==> config.mk <==
export PLATFORM = sky130hd
export DESIGN_NAME = screen_draw_controller
export DESIGN_NICKNAME = d
export VERILOG_FILES = /design/src/rtl/screen_draw_controller.sv
export SDC_FILE = /design/constraint.sdc
export NUM_CORES = 1
export LEC_CHECK = 0
export ABC_AREA = 1
export CORE_MARGIN = 4
export CORE_UTILIZATION = 40
export CTS_CLUSTER_DIAMETER = 100
export CTS_CLUSTER_SIZE = 24
export DETAILED_ROUTE_END_ITERATION = 16
export HOLD_SLACK_MARGIN = 0.12
export PLACE_DENSITY = 0.65
export SLEW_MARGIN = 20
export SYNTH_ARGS = -nofsm -noshare
export SYNTH_HDL_FRONTEND = slang
export SYNTH_SLANG_ARGS = --single-unit
==> constraint.sdc <==
create_clock -name clock -period 1.9 [get_ports clock]
set_input_delay 0.19 -clock clock [delete_from_list [all_inputs] [get_ports clock]]
set_output_delay 0.19 -clock clock [all_outputs]
set_load 0.005 [all_outputs]
==> src/rtl/screen_draw_controller.sv <==
`default_nettype none
// ============================================================================
// Module      : screen_draw_controller
// Description : Full-frame image sequencer for the VGA pixel-write port.
//               A one-cycle start request sweeps every pixel of the frame in
//               raster order, addresses the selected screen ROM, lines the
//               returned colour up with its coordinates and issues one
//               vga_plot per pixel.
// Ports       : clock, reset_n (synchronous, active-low)
//               start, screen_sel      - draw request and screen choice
//               busy, done             - frame in progress / end-of-frame pulse
//               rom_sel, rom_addr      - ROM mux select and pixel index
//               rom_data               - colour returned by the selected ROM
//               vga_x, vga_y, vga_colour, vga_plot - pixel write to adapter
// Revision    : 1.0 - initial release
// ============================================================================
module screen_draw_controller #(
  parameter int WIDTH       = 160,
  parameter int HEIGHT      = 120,
  parameter int ROM_LATENCY = 1
) (
  input  logic        clock,
  input  logic        reset_n,
  input  logic        start,
  input  logic [1:0]  screen_sel,
  output logic        busy,
  output logic        done,
  output logic [1:0]  rom_sel,
  output logic [14:0] rom_addr,
  input  logic [2:0]  rom_data,
  output logic [7:0]  vga_x,
  output logic [6:0]  vga_y,
  output logic [2:0]  vga_colour,
  output logic        vga_plot
);

  localparam logic [7:0] c_last_x    = 8'(WIDTH - 1);
  localparam logic [6:0] c_last_y    = 7'(HEIGHT - 1);
  localparam logic [1:0] c_sel_clear = 2'd3;

  typedef enum logic [1:0] {
    S_IDLE  = 2'd0,
    S_SWEEP = 2'd1,
    S_DRAIN = 2'd2,
    S_DONE  = 2'd3
  } state_t;

  state_t r_state;

  // Column/row counters run in lockstep with rom_addr so no multiply is needed.
  logic [7:0] r_x;
  logic [6:0] r_y;

  // Alignment pipeline: each entry carries the coordinates of the address
  // presented ROM_LATENCY cycles earlier, so the last stage lines up with
  // the rom_data for that address.
  logic [ROM_LATENCY-1:0] r_pipe_valid;
  logic [7:0]             r_pipe_x [ROM_LATENCY];
  logic [6:0]             r_pipe_y [ROM_LATENCY];

  logic w_last_index;
  logic w_sweep_valid;

  assign w_last_index  = (r_x == c_last_x) && (r_y == c_last_y);
  assign w_sweep_valid = (r_state == S_SWEEP);

  // Frame sequencing, address generation and status outputs.
  always_ff @(posedge clock) begin
    if (!reset_n) begin
      r_state  <= S_IDLE;
      busy     <= 1'b0;
      done     <= 1'b0;
      rom_sel  <= 2'd0;
      rom_addr <= 15'd0;
      r_x      <= 8'd0;
      r_y      <= 7'd0;
    end else begin
      done <= 1'b0;
      case (r_state)
        S_IDLE: begin
          if (start) begin
            r_state  <= S_SWEEP;
            busy     <= 1'b1;
            rom_sel  <= screen_sel;
            rom_addr <= 15'd0;
            r_x      <= 8'd0;
            r_y      <= 7'd0;
          end
        end
        S_SWEEP: begin
          if (w_last_index) begin
            // Final index stays on rom_addr while the pipeline drains.
            r_state <= S_DRAIN;
          end else begin
            rom_addr <= rom_addr + 15'd1;
            if (r_x == c_last_x) begin
              r_x <= 8'd0;
              r_y <= r_y + 7'd1;
            end else begin
              r_x <= r_x + 8'd1;
            end
          end
        end
        S_DRAIN: begin
          // Once the pipeline is empty the last plot is on the output this
          // cycle, so done lands on the cycle right after it.
          if (!(|r_pipe_valid)) begin
            r_state <= S_DONE;
            done    <= 1'b1;
          end
        end
        S_DONE: begin
          r_state <= S_IDLE;
          busy    <= 1'b0;
        end
        default: r_state <= S_IDLE;
      endcase
    end
  end

  // Latency alignment and the registered pixel-write port.
  always_ff @(posedge clock) begin
    if (!reset_n) begin
      r_pipe_valid <= '0;
      for (int i = 0; i < ROM_LATENCY; i++) begin
        r_pipe_x[i] <= 8'd0;
        r_pipe_y[i] <= 7'd0;
      end
      vga_plot   <= 1'b0;
      vga_x      <= 8'd0;
      vga_y      <= 7'd0;
      vga_colour <= 3'd0;
    end else begin
      r_pipe_valid[0] <= w_sweep_valid;
      r_pipe_x[0]     <= r_x;
      r_pipe_y[0]     <= r_y;
      for (int i = 1; i < ROM_LATENCY; i++) begin
        r_pipe_valid[i] <= r_pipe_valid[i-1];
        r_pipe_x[i]     <= r_pipe_x[i-1];
        r_pipe_y[i]     <= r_pipe_y[i-1];
      end
      vga_plot <= r_pipe_valid[ROM_LATENCY-1];
      if (r_pipe_valid[ROM_LATENCY-1]) begin
        vga_x      <= r_pipe_x[ROM_LATENCY-1];
        vga_y      <= r_pipe_y[ROM_LATENCY-1];
        // The clear screen ignores whatever the ROM mux happens to return.
        vga_colour <= (rom_sel == c_sel_clear) ? 3'd0 : rom_data;
      end
    end
  end

endmodule
`default_nettype wire

==> results.tsv <==
metric	value	unit
asr flop ratio synth	0	
clk sinks	71	
final worst slack	0.156	ns
crit path DAT	1.98	ns
Slew headroom	0.725	
Area Growth Syn to Fin	28.5	%
number of global-route vias before repair	2690	
Most used DFF post-synth	dfxtp_1	
CTS clk-pin slew, worst paths	0.08	ns
status	finished clean	
Post-DRT Antenna Nets	0	
worst clock skew	0.00996	ns
kind of critical path	reg2reg	
Max Freq	0.574	GHz
DR WL/cell	11.3	um
most frequent cell on the critical path	inv_1	
Sequential Power Share	0.387	
YS warnings	0	
total power	4.84	mW
row count	32	
antenna violations before repair	0	
Hold Fails Final Rpt	0	
CP peak stage delay	0.34	ns
via count	2894	
pin count of the biggest net entering global routing	20	
Worst-Margin Slew	0.412	ns
H-Tree Depth	3	
I/O pin count	46	
Yosys cell types	36	
Buffers on Ports	45	
peak supply drop	0.465	mV
Routed WL	7.05	mm
Overflow after GRT	0	
Commonest cells post-synth	nand2_1 (117), inv_1 (76), dfxtp_1 (71), nor2_1 (46), o21ai_0 (37)	
Critical Path, Cell by Cell	inv_1 > ha_1 > inv_1 > nor2_1 > a21oi_4 > buf_12 > buf_4 > buf_4 > nand4_1 > nand2_1 > nand2_1 > inv_1	
Syn Inst Count	457	
most common cell in the synthesized netlist	nand2_1	
core footprint	7810	um2
Critical Path Fanout Max	7	
critical path's slowest cell	dfxtp_1	
Post-Syn Nets	473	
Iteration-0 DRC Markers	149	
Period Utilization, post-route	0.918	
Post-Route Setup TNS	0	ns
switching power	1.66	mW
Initial Utilization	0.415	
post-place setup slack	0.105	ns
Util after Layout	0.533	
HP Class	reg2reg	
post-layout min period	1.74	ns
Startpoint Class	register	
# nets final	535	
post-synth top area share	0.439	
Hold Path Cell Cnt	2	
first-pass GRT wire length	12.0	mm
Overall Global Routing Usage	0.149	
die width	98.0	um
Worst EP required	2.14	ns
maximum capacitance violations	0	
number of cells on the worst reg-to-reg path	12	
via density per instance	4.62	
Avg Synthesized Cell Area	7.09	um2
CTS tree	done	
DRC	0	
die area	9610	um2
Die Y	98.0	um
# diodes	0	
hold_ws	0.432	ns
Pins Over Slew Limit	0	
top post-synthesis cells by area	dfxtp_1 (44%), nand2_1 (14%), inv_1 (8.8%)	
Clk Latency, worst-skew pair	0.34	ns
cts bufs inserted	9	
leakage power	1.77	nW
Sw Ratio	0.344	
Clock power frac	0.270	
share of post-route cells with drive strength above 1	0.103	
dpl hpwl	5.13	mm
dominant cell type by area after synthesis	dfxtp_1	
Internal	3.18	mW
Worst Setup End Kind	register	
hold_buf cts	0	
cell area after synthesis	3240	um2
RSZ-0062 raised after global routing	no	
Post-synth EDFFs	0	
fraction of the yosys area taken by sequential cells	0.439	
Placer Congestion	0.889	
Combinational Power Share	0.342	
Final setup viols	0	
DR pass1 iterations	5	
flops & latches, synth	71	
power per cell area	1160	nW/um2
CTS Root Buffer Type	clkbuf_8	
Clock Tree Buf Depth	2	
## layout by cell type (no fill, tap or decap), types with 2 or more instances in the layout
cell	count
nand2_1	117
inv_1	76
dfxtp_1	70
nor2_1	46
clkdlybuf4s50_1	45
o21ai_0	36
nand3_1	29
buf_4	18
a21oi_1	13
nand4_1	9
clkbuf_8	9
nor3_1	7
ha_1	7
o21bai_1	3
o21ai_1	3
nand3_2	2
nand3_4	2
nand2_2	2
a21oi_2	2
nor3b_1	2
clkinvlp_4	2
clkinv_4	2
bufinv_16	2
buf_12	2
## final timing paths
check	from	to	slack, ns
worst max-delay path	r_state[0]	r_y[4]	0.16
worst min-delay path	r_pipe_x[0][5]	vga_x[5]	0.43
worst max register to register	r_state[0]	r_y[4]	0.16
worst min register to register	r_pipe_x[0][5]	vga_x[5]	0.43
## critical path, delay by kind of cell, from the launching register on
kind,cells,cell delay [ns]
buffers and inverters,6,0.64
and+or+nand+nor,4,0.42
DFF,1,0.34
adders and majority gates,1,0.18
AOI/OAI and AO/OA,1,0.06
## what timing repair did
item,CTS,global route
buffers inserted,0,5
resized for setup,0,7
setup endpoints to repair,0,12
## layer usage
metal / GRT usage / up-vias / routed length (um)
li1: - / 1542 / -
met5: 0 / - / 0
met1: 0.199 / 1294 / 3540
met2: 0.239 / 53 / 3170
met4: 0.0586 / 0 / 55
met3: 0.0264 / 5 / 283
## area by class of cell
type                       instances  area (um2)
fill                             778        3640
multi-input combinational        294        1470
sequential                        71        1420
timing repair buffer              65         626
inverter                          78         295
tap                              102         128
clock buffer                       9         124
clock inverter                     7        97.6
## metrics by stage
step	std cells	area, um2
finish	626	4160
global route	626	4160
CTS	621	4090
detailed placement	605	3860
global placement	605	3860
floorplan	457	3240
## power by group through the flow
stage	sequential, mW	combinational (mW)	clock [mW]
floorplan	1.88	1.02	0
global placement	1.91	1.45	0
detailed placement	1.91	1.47	0
CTS	1.87	1.48	1.36
global route	1.91	1.86	1.42
finish	1.88	1.66	1.31
## state kept, by name, summed over array words and instances (netlist names)
signal	flops
busy	1
done	1
r_pipe_valid	1
r_pipe_x	8
r_pipe_y	7
r_state	2
r_x	8
r_y	7
rom_addr	15
rom_sel	2
vga_colour	3
vga_plot	1
vga_x	8
vga_y	7
## cell families (layout without fill, tap and decap cells)
| kind of cell | after synthesis | after routing | share of synthesized area |
|---|---|---|---|
| AO/OA/AOI/OAI | 61 | 61 | 0.105 |
| adder cells (fa/ha/maj) | 8 | 8 | 0.0309 |
| XOR/XNOR | 3 | 3 | 0.0104 |
| flip-flops | 71 | 71 | 0.439 |
| AND/OR/NAND/NOR | 222 | 222 | 0.300 |
| buffers and inverters | 92 | 159 | 0.115 |
Power figures use the tool's default switching activity.
